`src/rtl/struct_access_if.sv`:
```
// Valid/ready stream channel carrying one data word per handshake.
// Master drives data and valid; slave returns ready.
interface struct_access_if #(
  parameter int W = 16
);
  logic [W-1:0] tdata;
  logic         tvalid;
  logic         tready;

  modport master (
    output tdata,
    output tvalid,
    input  tready
  );

  modport slave (
    input  tdata,
    input  tvalid,
    output tready
  );
endinterface

```
`src/rtl/struct_access.sv`:
```
// Extracts a fixed field from each struct and forks it, with the optional
// pass-through struct, onto two independently skid-buffered outputs.
module struct_access #(
  parameter int STRUCT_WIDTH  = 16,
  parameter int ACCESS_OFFSET = 0,
  parameter int ACCESS_SIZE   = 4,
  parameter int PASS_ENABLE   = 1
) (
  input  logic             clk,
  input  logic             rst_n,
  struct_access_if.slave   s_struct_axis,
  struct_access_if.master  m_field_axis,
  struct_access_if.master  m_struct_axis
);

  localparam int SW = STRUCT_WIDTH;
  localparam int FW = ACCESS_SIZE;

  logic          tready_q;
  logic          acc;
  logic [FW-1:0] field_in;

  logic [FW-1:0] main_f, main_f_n;
  logic [FW-1:0] skid_f, skid_f_n;
  logic          main_f_valid, main_f_valid_n;
  logic          skid_f_valid, skid_f_valid_n;
  logic          drain_f;
  logic          skid_s_valid_n;

  assign acc = s_struct_axis.tvalid && tready_q;
  assign s_struct_axis.tready = tready_q;
  assign field_in =
    s_struct_axis.tdata[ACCESS_OFFSET +: FW];

  assign m_field_axis.tdata  = main_f;
  assign m_field_axis.tvalid = main_f_valid;
  assign drain_f = main_f_valid && m_field_axis.tready;

  always_comb begin
    main_f_n       = main_f;
    main_f_valid_n = main_f_valid;
    skid_f_n       = skid_f;
    skid_f_valid_n = skid_f_valid;
    if (acc) begin
      if (!main_f_valid || drain_f) begin
        main_f_n       = field_in;
        main_f_valid_n = 1'b1;
      end else begin
        skid_f_n       = field_in;
        skid_f_valid_n = 1'b1;
      end
    end else if (drain_f) begin
      if (skid_f_valid) begin
        main_f_n       = skid_f;
        main_f_valid_n = 1'b1;
        skid_f_valid_n = 1'b0;
      end else begin
        main_f_valid_n = 1'b0;
      end
    end
  end

  always_ff @(posedge clk or negedge rst_n) begin
    if (!rst_n) begin
      main_f       <= '0;
      main_f_valid <= 1'b0;
      skid_f       <= '0;
      skid_f_valid <= 1'b0;
    end else begin
      main_f       <= main_f_n;
      main_f_valid <= main_f_valid_n;
      skid_f       <= skid_f_n;
      skid_f_valid <= skid_f_valid_n;
    end
  end

  generate
    if (PASS_ENABLE != 0) begin : g_pass
      logic [SW-1:0] main_s, main_s_n;
      logic [SW-1:0] skid_s, skid_s_n;
      logic          main_s_valid, main_s_valid_n;
      logic          skid_s_valid;
      logic          drain_s;

      assign m_struct_axis.tdata  = main_s;
      assign m_struct_axis.tvalid = main_s_valid;
      assign drain_s = main_s_valid && m_struct_axis.tready;

      always_comb begin
        main_s_n       = main_s;
        main_s_valid_n = main_s_valid;
        skid_s_n       = skid_s;
        skid_s_valid_n = skid_s_valid;
        if (acc) begin
          if (!main_s_valid || drain_s) begin
            main_s_n       = s_struct_axis.tdata;
            main_s_valid_n = 1'b1;
          end else begin
            skid_s_n       = s_struct_axis.tdata;
            skid_s_valid_n = 1'b1;
          end
        end else if (drain_s) begin
          if (skid_s_valid) begin
            main_s_n       = skid_s;
            main_s_valid_n = 1'b1;
            skid_s_valid_n = 1'b0;
          end else begin
            main_s_valid_n = 1'b0;
          end
        end
      end

      always_ff @(posedge clk or negedge rst_n) begin
        if (!rst_n) begin
          main_s       <= '0;
          main_s_valid <= 1'b0;
          skid_s       <= '0;
          skid_s_valid <= 1'b0;
        end else begin
          main_s       <= main_s_n;
          main_s_valid <= main_s_valid_n;
          skid_s       <= skid_s_n;
          skid_s_valid <= skid_s_valid_n;
        end
      end
    end else begin : g_nopass
      logic unused_in;
      assign unused_in = ^{s_struct_axis.tdata,
                           m_struct_axis.tready};
      assign skid_s_valid_n       = 1'b0;
      assign m_struct_axis.tdata  = '0;
      assign m_struct_axis.tvalid = 1'b0;
    end
  endgenerate

  // Ready only while both skids will be empty, so an accept never overflows.
  always_ff @(posedge clk or negedge rst_n) begin
    if (!rst_n) tready_q <= 1'b0;
    else        tready_q <= !(skid_f_valid_n || skid_s_valid_n);
  end

endmodule

```
`src/flat_wrapper.sv`:
```
// flat-port wrapper written by rule: the top's interface ports become plain ports
module struct_access_flat 
#(
  parameter int STRUCT_WIDTH  = 16,
  parameter int ACCESS_OFFSET = 0,
  parameter int ACCESS_SIZE   = 4,
  parameter int PASS_ENABLE   = 1
)
  (clk, rst_n, s_struct_axis_tdata, s_struct_axis_tvalid, s_struct_axis_tready, m_field_axis_tdata, m_field_axis_tvalid, m_field_axis_tready, m_struct_axis_tdata, m_struct_axis_tvalid, m_struct_axis_tready);
  struct_access_if #(.W(16)) s_struct_axis_i ();
  struct_access_if #(.W(4)) m_field_axis_i ();
  struct_access_if #(.W(16)) m_struct_axis_i ();
  input  logic clk;
  input  logic rst_n;
  input wire logic [$bits(s_struct_axis_i.tdata)-1:0] s_struct_axis_tdata;
  input wire logic [$bits(s_struct_axis_i.tvalid)-1:0] s_struct_axis_tvalid;
  output wire logic [$bits(s_struct_axis_i.tready)-1:0] s_struct_axis_tready;
  output wire logic [$bits(m_field_axis_i.tdata)-1:0] m_field_axis_tdata;
  output wire logic [$bits(m_field_axis_i.tvalid)-1:0] m_field_axis_tvalid;
  input wire logic [$bits(m_field_axis_i.tready)-1:0] m_field_axis_tready;
  output wire logic [$bits(m_struct_axis_i.tdata)-1:0] m_struct_axis_tdata;
  output wire logic [$bits(m_struct_axis_i.tvalid)-1:0] m_struct_axis_tvalid;
  input wire logic [$bits(m_struct_axis_i.tready)-1:0] m_struct_axis_tready;
  assign s_struct_axis_i.tdata = s_struct_axis_tdata;
  assign s_struct_axis_i.tvalid = s_struct_axis_tvalid;
  assign s_struct_axis_tready = s_struct_axis_i.tready;
  assign m_field_axis_tdata = m_field_axis_i.tdata;
  assign m_field_axis_tvalid = m_field_axis_i.tvalid;
  assign m_field_axis_i.tready = m_field_axis_tready;
  assign m_struct_axis_tdata = m_struct_axis_i.tdata;
  assign m_struct_axis_tvalid = m_struct_axis_i.tvalid;
  assign m_struct_axis_i.tready = m_struct_axis_tready;
  struct_access #(.STRUCT_WIDTH(STRUCT_WIDTH), .ACCESS_OFFSET(ACCESS_OFFSET), .ACCESS_SIZE(ACCESS_SIZE), .PASS_ENABLE(PASS_ENABLE)) u_core (.clk(clk), .rst_n(rst_n), .s_struct_axis(s_struct_axis_i), .m_field_axis(m_field_axis_i), .m_struct_axis(m_struct_axis_i));
endmodule
```
`config.mk`:
```
export PLATFORM = sky130hd
export DESIGN_NAME = struct_access_flat
export DESIGN_NICKNAME = d
export VERILOG_FILES = /design/src/rtl/struct_access_if.sv /design/src/rtl/struct_access.sv /design/src/flat_wrapper.sv
export SDC_FILE = /design/constraint.sdc
export NUM_CORES = 1
export LEC_CHECK = 0
export ABC_AREA = 1
export BUFFER_PORTS_ARGS = -buffer_cell sky130_fd_sc_hd__buf_2
export CORE_ASPECT_RATIO = 0.7
export CORE_MARGIN = 5
export CORE_UTILIZATION = 48
export DETAILED_ROUTE_END_ITERATION = 10
export GPL_TIMING_DRIVEN = 0
export PLACE_DENSITY = 0.75
export RECOVER_POWER = 50
export SYNTH_ARGS = -nofsm -noshare
export SYNTH_HDL_FRONTEND = slang
export SYNTH_SLANG_ARGS = --single-unit
```
`constraint.sdc`:
```
create_clock -name clk -period 1 [get_ports clk]
set_input_delay 0 -clock clk [delete_from_list [all_inputs] [get_ports clk]]
set_output_delay 0 -clock clk [all_outputs]
set_load 0.02 [all_outputs]
```
# [After elaboration in Yosys (flattened, before gate mapping)]
# Index checks and enable logic that the tools add are counted.
[word_totals] out_inout_bits=23 word_cells=54 reg_bits=45
[op_classes] bitwise_logic=2 mux=22 n_eq_ne=2 reduce_logical=19
[ops] cell="$mux W16" n=4
[ops] cell="$mux W4" n=4
[ops] cell="$mux W1" n=14
[ops] cell="$reduce_and A2 Y1" n=4
[ops] cell="$reduce_bool A2 Y1" n=4
[ops] cell="$reduce_and A3 Y1" n=2
[ops] cell="$ne A2 B2 Y1 const B" n=2
[ops] cell="$logic_and A1 B1 Y1" n=3
[ops] cell="$logic_not A1 Y1" n=3
[ops] cell="$logic_or A1 B1 Y1" n=3
[ops] cell="$not A1 Y1" n=2

# [Logic depth before layout (Yosys ltp)]
# Gate-level depths: netlist of run 1.
[depth] word_depth=6 depth_mapped=7 depth_no_buf=6

# [Worst setup path after synthesis of run 1]
# OpenSTA, ideal clock, no wires.
[synth_timing] path_type="reg2reg" start="reg u_core.tready_q (netlist: u_core.s_struct_axis.tready)" end="reg u_core.g_pass.skid_s[0]" t_arrival_ns=1.089 slack_ns=-0.207 period_less_slack_ns=1.207 path_buffers=1 path_stages_with_launch=7 path_cell_list="dfrtp_1 > nand2_4 > clkinv_4 > nand3_2 > buf_4 > nand2_1 > o21ai_2"
[synth_via] elab_chain_cells=2
[synth_rtl] item="from (decl)" line="struct_access.sv:19" source="logic tready_q;"
[synth_rtl] item="from (signal assigned)" line="struct_access.sv:139" source="else tready_q <= !(skid_f_valid_n || skid_s_valid_n);"
[synth_rtl] item="$logic_and A1 B1 Y1" line="struct_access.sv:30" source="assign acc = s_struct_axis.tvalid && tready_q;"
[synth_rtl] item="$reduce_and A2 Y1 (no line)"
[synth_rtl] item="to (signal assigned)" line="struct_access.sv:122" source="skid_s <= skid_s_n;"
[synth_rtl] item="to (decl)" line="struct_access.sv:80" source="logic [SW-1:0] skid_s, skid_s_n;"
# No other way between the ends.
# A chain may end at the register's enable or synchronous reset.

# [Final worst setup path of run 1]
[layout_timing] start="reg u_core.g_pass.main_s_valid (netlist: u_core.m_struct_axis.tvalid)" end="reg u_core.g_pass.main_s[13] (netlist: u_core.m_struct_axis.tdata[13])"
[layout_via] elab_chain_cells=4
[layout_rtl] item="from (decl)" line="struct_access.sv:81" source="logic main_s_valid, main_s_valid_n;"
[layout_rtl] item="from (signal assigned)" line="struct_access.sv:121" source="main_s_valid <= main_s_valid_n;"
[layout_rtl] item="$logic_not A1 Y1 or $logic_and A1 B1 Y1 (tied branches)" line="struct_access.sv:95, struct_access.sv:87"
[layout_rtl] item="$logic_or A1 B1 Y1" line="struct_access.sv:95" source="if (!main_s_valid || drain_s) begin"
[layout_rtl] item="$ne A2 B2 Y1 (no line)"
[layout_rtl] item="$reduce_and A3 Y1 (no line) (*)"
[layout_rtl] item="to (signal assigned)" line="struct_access.sv:120" source="main_s <= main_s_n;"
[layout_rtl] item="to (decl)" line="struct_access.sv:79" source="logic [SW-1:0] main_s, main_s_n;"
# Mark *: on every way between the ends. The rest lies on a longest branch, timed or not.

==> results of run 1 <==
==> cells in the final DEF (no fill, tap or decap), drive strengths merged <==
cell | netlist | final
clkinv | 1 | 2
inv | 22 | 22
nand3 | 4 | 4
dlygate4sd3 | 0 | 16
o21ai | 32 | 32
clkbuf | 1 | 10
nor2 | 1 | 1
dfrtp | 45 | 45
buf | 7 | 58
nand2 | 131 | 131
==> cells by family after synthesis <==
logic type,share of synthesized area
AO/OA/AOI/OAI,0.0980
AND/OR/NAND/NOR,0.267
flip-flops,0.558
buffers and inverters,0.0775
==> how the worst min path moves through the flow <==
stage | end | cells after the start | from
after floorplan | u_core.g_pass.skid_s[0] | 0 | rst_n
after global placement | u_core.m_struct_axis.tdata[7] | 1 | rst_n
after detailed placement | u_core.m_struct_axis.tdata[13] | 1 | rst_n
after CTS | u_core.m_struct_axis.tdata[13] | 1 | rst_n
after global routing | u_core.m_struct_axis.tdata[13] | 1 | rst_n
final | u_core.m_struct_axis.tdata[13] | 1 | rst_n
==> area by class of cell <==
| class | count | area, µm² | share of cell area |
|---|---|---|---|
| Clock buffer | 7 | 96.3 | 0.0347 |
| Clock inverter | 1 | 5.00 | 0.00181 |
| Timing Repair Buffer | 69 | 472 | 0.170 |
| Multi-Input combinational cell | 168 | 808 | 0.292 |
| Inverter | 23 | 106 | 0.0384 |
| Sequential cell | 45 | 1130 | 0.407 |
| Tap cell | 52 | 65.1 | 0.0235 |
| Buffer | 8 | 90.1 | 0.0325 |
==> worst max-delay path, stage by stage (launching register included) <==
cell       delay, ns
dfrtp_2         0.46
nand2_1         0.12
nand2_4         0.06
nand2_4         0.10
inv_8           0.06
clkbuf_16       0.15
nand2_2         0.05
nand2_1         0.05
==> power by group through the flow <==
stage	combinational, W	clock (W)	sequential [W]
2_1_floorplan	0.00186	0	0.00356
3_3_place_gp	0.00321	0	0.00308
3_5_place_dp	0.00330	0	0.00312
4_1_cts	0.00370	0.00124	0.00312
5_1_grt	0.00445	0.00133	0.00326
6_report	0.00403	0.00124	0.00317
==> metrics by stage <==
step | setup WS [ns] | power (W) | setup TNS (ns) | hold WS [ns] | std cells
2_1_floorplan | -0.126 | 0.00542 | -3.33 | -0.296 | 244
3_3_place_gp | -0.286 | 0.00629 | -6.84 | 0.218 | 339
3_5_place_dp | -0.309 | 0.00642 | -7.51 | 0.207 | 339
4_1_cts | -0.129 | 0.00806 | -3.64 | -0.116 | 372
5_1_grt | -0.190 | 0.00905 | -6.83 | -0.0225 | 373
6_report | -0.150 | 0.00844 | -4.02 | -0.117 | 373
==> state kept, by name (all words and copies together), names as in the netlist <==
name                         cells
u_core.skid_f_valid              1
u_core.m_struct_axis.tvalid      1
u_core.skid_f                    4
u_core.g_pass.skid_s_valid       1
u_core.m_field_axis.tvalid       1
u_core.s_struct_axis.tready      1
u_core.m_field_axis.tdata        4
u_core.m_struct_axis.tdata      16
u_core.g_pass.skid_s            16
==> synthesized netlist by cell type (2+ instances only) <==
| cell | number |
|---|---|
| dfrtp_1 | 45 |
| buf_4 | 2 |
| buf_2 | 2 |
| nand2_4 | 2 |
| nand3_1 | 3 |
| inv_1 | 21 |
| o21ai_2 | 10 |
| nand2_1 | 128 |
| o21ai_1 | 6 |
| o21ai_0 | 16 |
| buf_6 | 3 |
==> what timing repair did <==
action / CTS / global route
setup endpoints to repair: 44 / 45
resized for setup: 18 / 25
gates cloned: 1 / 1
hold endpoints to repair: 61 / 45
pin swaps: 2 / 3
buffers inserted: 8 / 0
==> layer usage <==
metal	vias to the layer above	routed length [µm]	global-route usage
li1	897	-	-
met3	15	347	0.0424
met5	-	0	0
met2	64	2240	0.268
met4	0	108	0.0805
met1	815	2420	0.268
==> qor.yml, run 1 <==
yosys:
  yosys.area.top_type: "dfrtp_1"
  async_reset_ff_frac: 1.00
  ys_seq_area_frac: 0.558
  syn_inst: 244
  ys_warn_count: 0
  synth_edf_count: 0
  synthesis.area_mm2: 0.00202
  avgSynthCellArea_um2: 8.27
  yosys-top-cells-area: "dfrtp_1 (56%), nand2_1 (24%), o21ai_2 (4.3%), o21ai_0 (4.0%), inv_1 (3.9%)"
  ys_ff_latch: 45
  synth_ff_type: "dfrtp_1"
  yosysTopAreaCellShare: 0.558
  ys_types: 17
  synthesis.nets: 265
sta:
  rsz0062_at_grt: "yes"
  skew_ns: 0.0114
  max_freq_mhz: 870
  period_needed_ns: 1.15
  max_slew_margin: 0.277
  slew_viol_final: 0
  holdWs_ns: -0.117
  worst_pin_slew_ns: 1.09
  finalSetupViolCount: 44
  hold_viol_final: 45
  fin_crit_sh: 1.15
  worst_slack_ns: -0.150
power_and_ir_drop:
  ir_drop_mv: 1.68
  seqPwrFrac: 0.376
  clock_power_share: 0.147
  cellLeakagePower_nw: 1.55
  p_int_w: 0.00488
  pwr-share-comb: 0.477
  netSwitchingPower_w: 0.00355
  pwr_density_cell_mw_per_mm2: 3040
  sw_frac_of_total: 0.421
floorplan:
  ios: 44
  core_area_mm2: 0.00399
  dieWidth_um: 87.5
  die_area_mm2: 0.00562
  placementRows: 19
  start_util: 0.505
  die_h_um: 64.3
finish:
  stdcell_area_mm2: 0.00277
  fillerInstances: 297
  nets: 341
  fin_util: 0.694
  area_growth_syn_to_layout_pct: 37.4
  n_antenna_cell: 0
  drive_gt1_frac: 0.330
setup_path:
  worstReg2RegEnd: "u_core.m_struct_axis.tdata[13]"
  rr_startpoint: "u_core.m_struct_axis.tvalid"
  startpoint_type: "flip-flop"
  reg2reg_depth: 7
  required_ns: 1.20
  endpoint: "u_core.m_struct_axis.tdata[13]"
  cp_max_fo: 8
  cp.arrival_ns: 1.35
  r2r_slack_ns: -0.15
  crit_path_start: "u_core.m_struct_axis.tvalid"
  endpoint_kind: "flip-flop"
  crit_type: "reg -> reg"
drt:
  num_vias: 1791
  viasPerCell: 4.80
  dr.first_iter.drc_count: 123
  dr.pass1.iters: 4
  wl_per_cell_um: 13.7
  ant_nets: 0
  wirelength_um: 5120
  drc: 0
run:
  max-cap-violations: 0
place:
  dpl_cell_area_mm2: 0.00231
  portBuffers: 43
  gp_routability_congestion: 0.787
  place_hpwl_um: 3110
grt:
  antenna_found_initial: 0
  globalRouteOverflowTotal: 0
  grt_pass1_vias: 1780
  grt_usage: 0.186
  grt_max_degree: 46
  grt_pass1_wl_um: 8180
clock_network:
  holdBufCountCts: 16
  cts_root_buffer: "clkbuf_8"
  cts_tree: "done"
  clock_latency_ns: 0.31
  cts.sinks: 45
  numCtsBuffers: 5
  clk_pin_slew_ns: 0.08
  cts_buffer_depth: 2
  htreeDepth: 2
status:
  status: "finished, violations left"
  violations: "negative hold slack, negative setup slack"
min_path:
  holdCritPathClass: "in -> async"
Power figures use the tool's default switching activity.
==> inputs of run 2 (changes only) <==
Settings changed: BUFFER_PORTS_ARGS -buffer_cell sky130_fd_sc_hd__buf_2 to not set, CORE_UTILIZATION 48 to 38, DONT_BUFFER_PORTS set to 1, PLACE_DENSITY 0.75 to not set.
==> qor.yml, run 2 (synthesized netlist as in run 1, its figures left out) <==
place:
  gp_routability_congestion: 0.752
  dpl_cell_area_mm2: 0.00212
  place_inst: 316
  place_hpwl_um: 3050
  portBuffers: 0
drt:
  wirelength_um: 4640
  wl_per_cell_um: 13.4
  num_vias: 1587
  dr.pass1.iters: 4
  dr.first_iter.drc_count: 70
  viasPerCell: 4.57
  drc: 0
  ant_nets: 0
setup_path:
  r2r_slack_ns: -0.27
  cp_max_fo: 8
  crit_type: "reg -> reg"
  startpoint_type: "flip-flop"
  required_ns: 1.19
  cp.arrival_ns: 1.47
  endpoint_kind: "flip-flop"
finish:
  fin_util: 0.493
  drive_gt1_frac: 0.244
  nets: 295
  fin_cells: 347
  stdcell_area_mm2: 0.00256
  final_common_cell: "nand2_1"
  fillerInstances: 506
  n_antenna_cell: 0
  area_growth_syn_to_layout_pct: 27.0
  final_cell_mix: "nand2_1 (108), dfrtp_1 (42), inv_1 (20)"
status:
  violations: "negative hold slack, negative setup slack"
  status: "finished, violations left"
sta:
  max_slew_margin: 0.840
  fin_crit_sh: 1.27
  max_freq_mhz: 786
  fin_setup_tns_ns: -9.42
  slew_viol_final: 0
  worst_slack_ns: -0.273
  skew_ns: 0.00425
  hold_viol_final: 47
  rsz0062_at_grt: "yes"
  holdWs_ns: -0.619
  period_needed_ns: 1.27
  finalSetupViolCount: 45
  worst_pin_slew_ns: 0.240
grt:
  grt_pass1_wl_um: 8310
  globalRouteOverflowTotal: 0
  grt_pass1_vias: 1692
  grt_usage: 0.152
  antenna_found_initial: 0
  grt_max_degree: 46
floorplan:
  start_util: 0.388
  die_h_um: 71.0
  placementRows: 22
  ios: 44
  die_area_mm2: 0.00689
  dieWidth_um: 97.1
  core_area_mm2: 0.00520
clock_network:
  clk_pin_slew_ns: 0.09
  clock_latency_ns: 0.30
  holdBufCountCts: 17
  numCtsBuffers: 5
  cts_tree: "done"
  cts_root_buffer: "clkbuf_8"
  cts.sinks: 45
  htreeDepth: 2
  cts_buffer_depth: 2
power_and_ir_drop:
  ir_drop_mv: 0.835
  pwr_density_cell_mw_per_mm2: 2970
  netSwitchingPower_w: 0.00327
  pwr-share-comb: 0.368
  sw_frac_of_total: 0.430
  clock_power_share: 0.145
  cellLeakagePower_nw: 1.34
  p_int_w: 0.00434
  seqPwrFrac: 0.487
min_path:
  holdCritPathClass: "in -> async"
run:
  max-cap-violations: 0
-- run 2: cell types whose count changed in the layout (fill, tap and decap cells not counted), moves of 4 or more --
cell and delta:
nand2_1 -5, buf_4 -7, o21ai_1 -10, o21ai_0 +6, nand2_2 +5, buf_2 -42
buf_6 +4, o21ai_2 +4
-- run 2: metal layers --
layer | share of wire | track usage
met1 | 0.49 | 0.201
met2 | 0.42 | 0.222
met3 | 0.062 | 0.0601
met4 | 0.024 | 0.0639
met5 | 0 | 0
-- run 2: power groups by stage --
stage / Sequential (W) / Combinational [W] / Clock (W)
2_1_floorplan: 0.00356 / 0.00186 / 0
3_3_place_gp: 0.00368 / 0.00225 / 0
3_5_place_dp: 0.00370 / 0.00228 / 0
4_1_cts: 0.00370 / 0.00269 / 0.00117
5_1_grt: 0.00384 / 0.00323 / 0.00124
6_report: 0.00371 / 0.00280 / 0.00110
-- run 2: final timing paths --
path	from	cells after the start	endpoint
min reg2reg	u_core.g_pass.skid_s[2]	2	u_core.g_pass.skid_s[2]
min	rst_n	0	u_core.m_struct_axis.tdata[9]
max reg2reg	u_core.s_struct_axis.tready	7	u_core.g_pass.skid_s[4]
max in group asynchronous	rst_n	0	u_core.m_struct_axis.tvalid
min in group clk	s_struct_axis_tdata[11]	2	u_core.g_pass.skid_s[11]
max	u_core.s_struct_axis.tready	7	u_core.g_pass.skid_s[4]
-- run 2: area by class of cell --
class	count	area (µm²)	area share
Multi-Input combinational cell	168	827	0.323
Tap cell	72	90.1	0.0352
Clock buffer	6	72.6	0.0283
Sequential cell	45	1130	0.441
Inverter	23	104	0.0405
Timing Repair Buffer	23	246	0.0962
Clock inverter	2	10.0	0.00391
Buffer	8	82.6	0.0322
-- run 2: timing repair --
action | in CTS | in global routing
resized for setup | 28 | 21
pin swaps | 2 | 6
setup endpoints to repair | 45 | 45
cloned | 2 | 0
hold endpoints to repair | 90 | 47
setup buffers | 4 | 0
-- run 2: stage by stage --
step / hold slack [ns] / setup slack, ns / total power (W)
after detailed placement: -0.295 / -0.398 / 0.00598
after CTS: -0.638 / -0.272 / 0.00756
after global placement: -0.294 / -0.404 / 0.00593
after global routing: -0.647 / -0.338 / 0.00831
after floorplan: -0.296 / -0.126 / 0.00542
final: -0.619 / -0.273 / 0.00762
-- run 2: worst max-delay path: stages (launching register included) --
cell      delay, ns
dfrtp_2        0.46
nand2_4        0.09
buf_12         0.15
clkinv_8       0.06
nand3_4        0.13
buf_6          0.18
nand2_1        0.06
o21ai_2        0.05
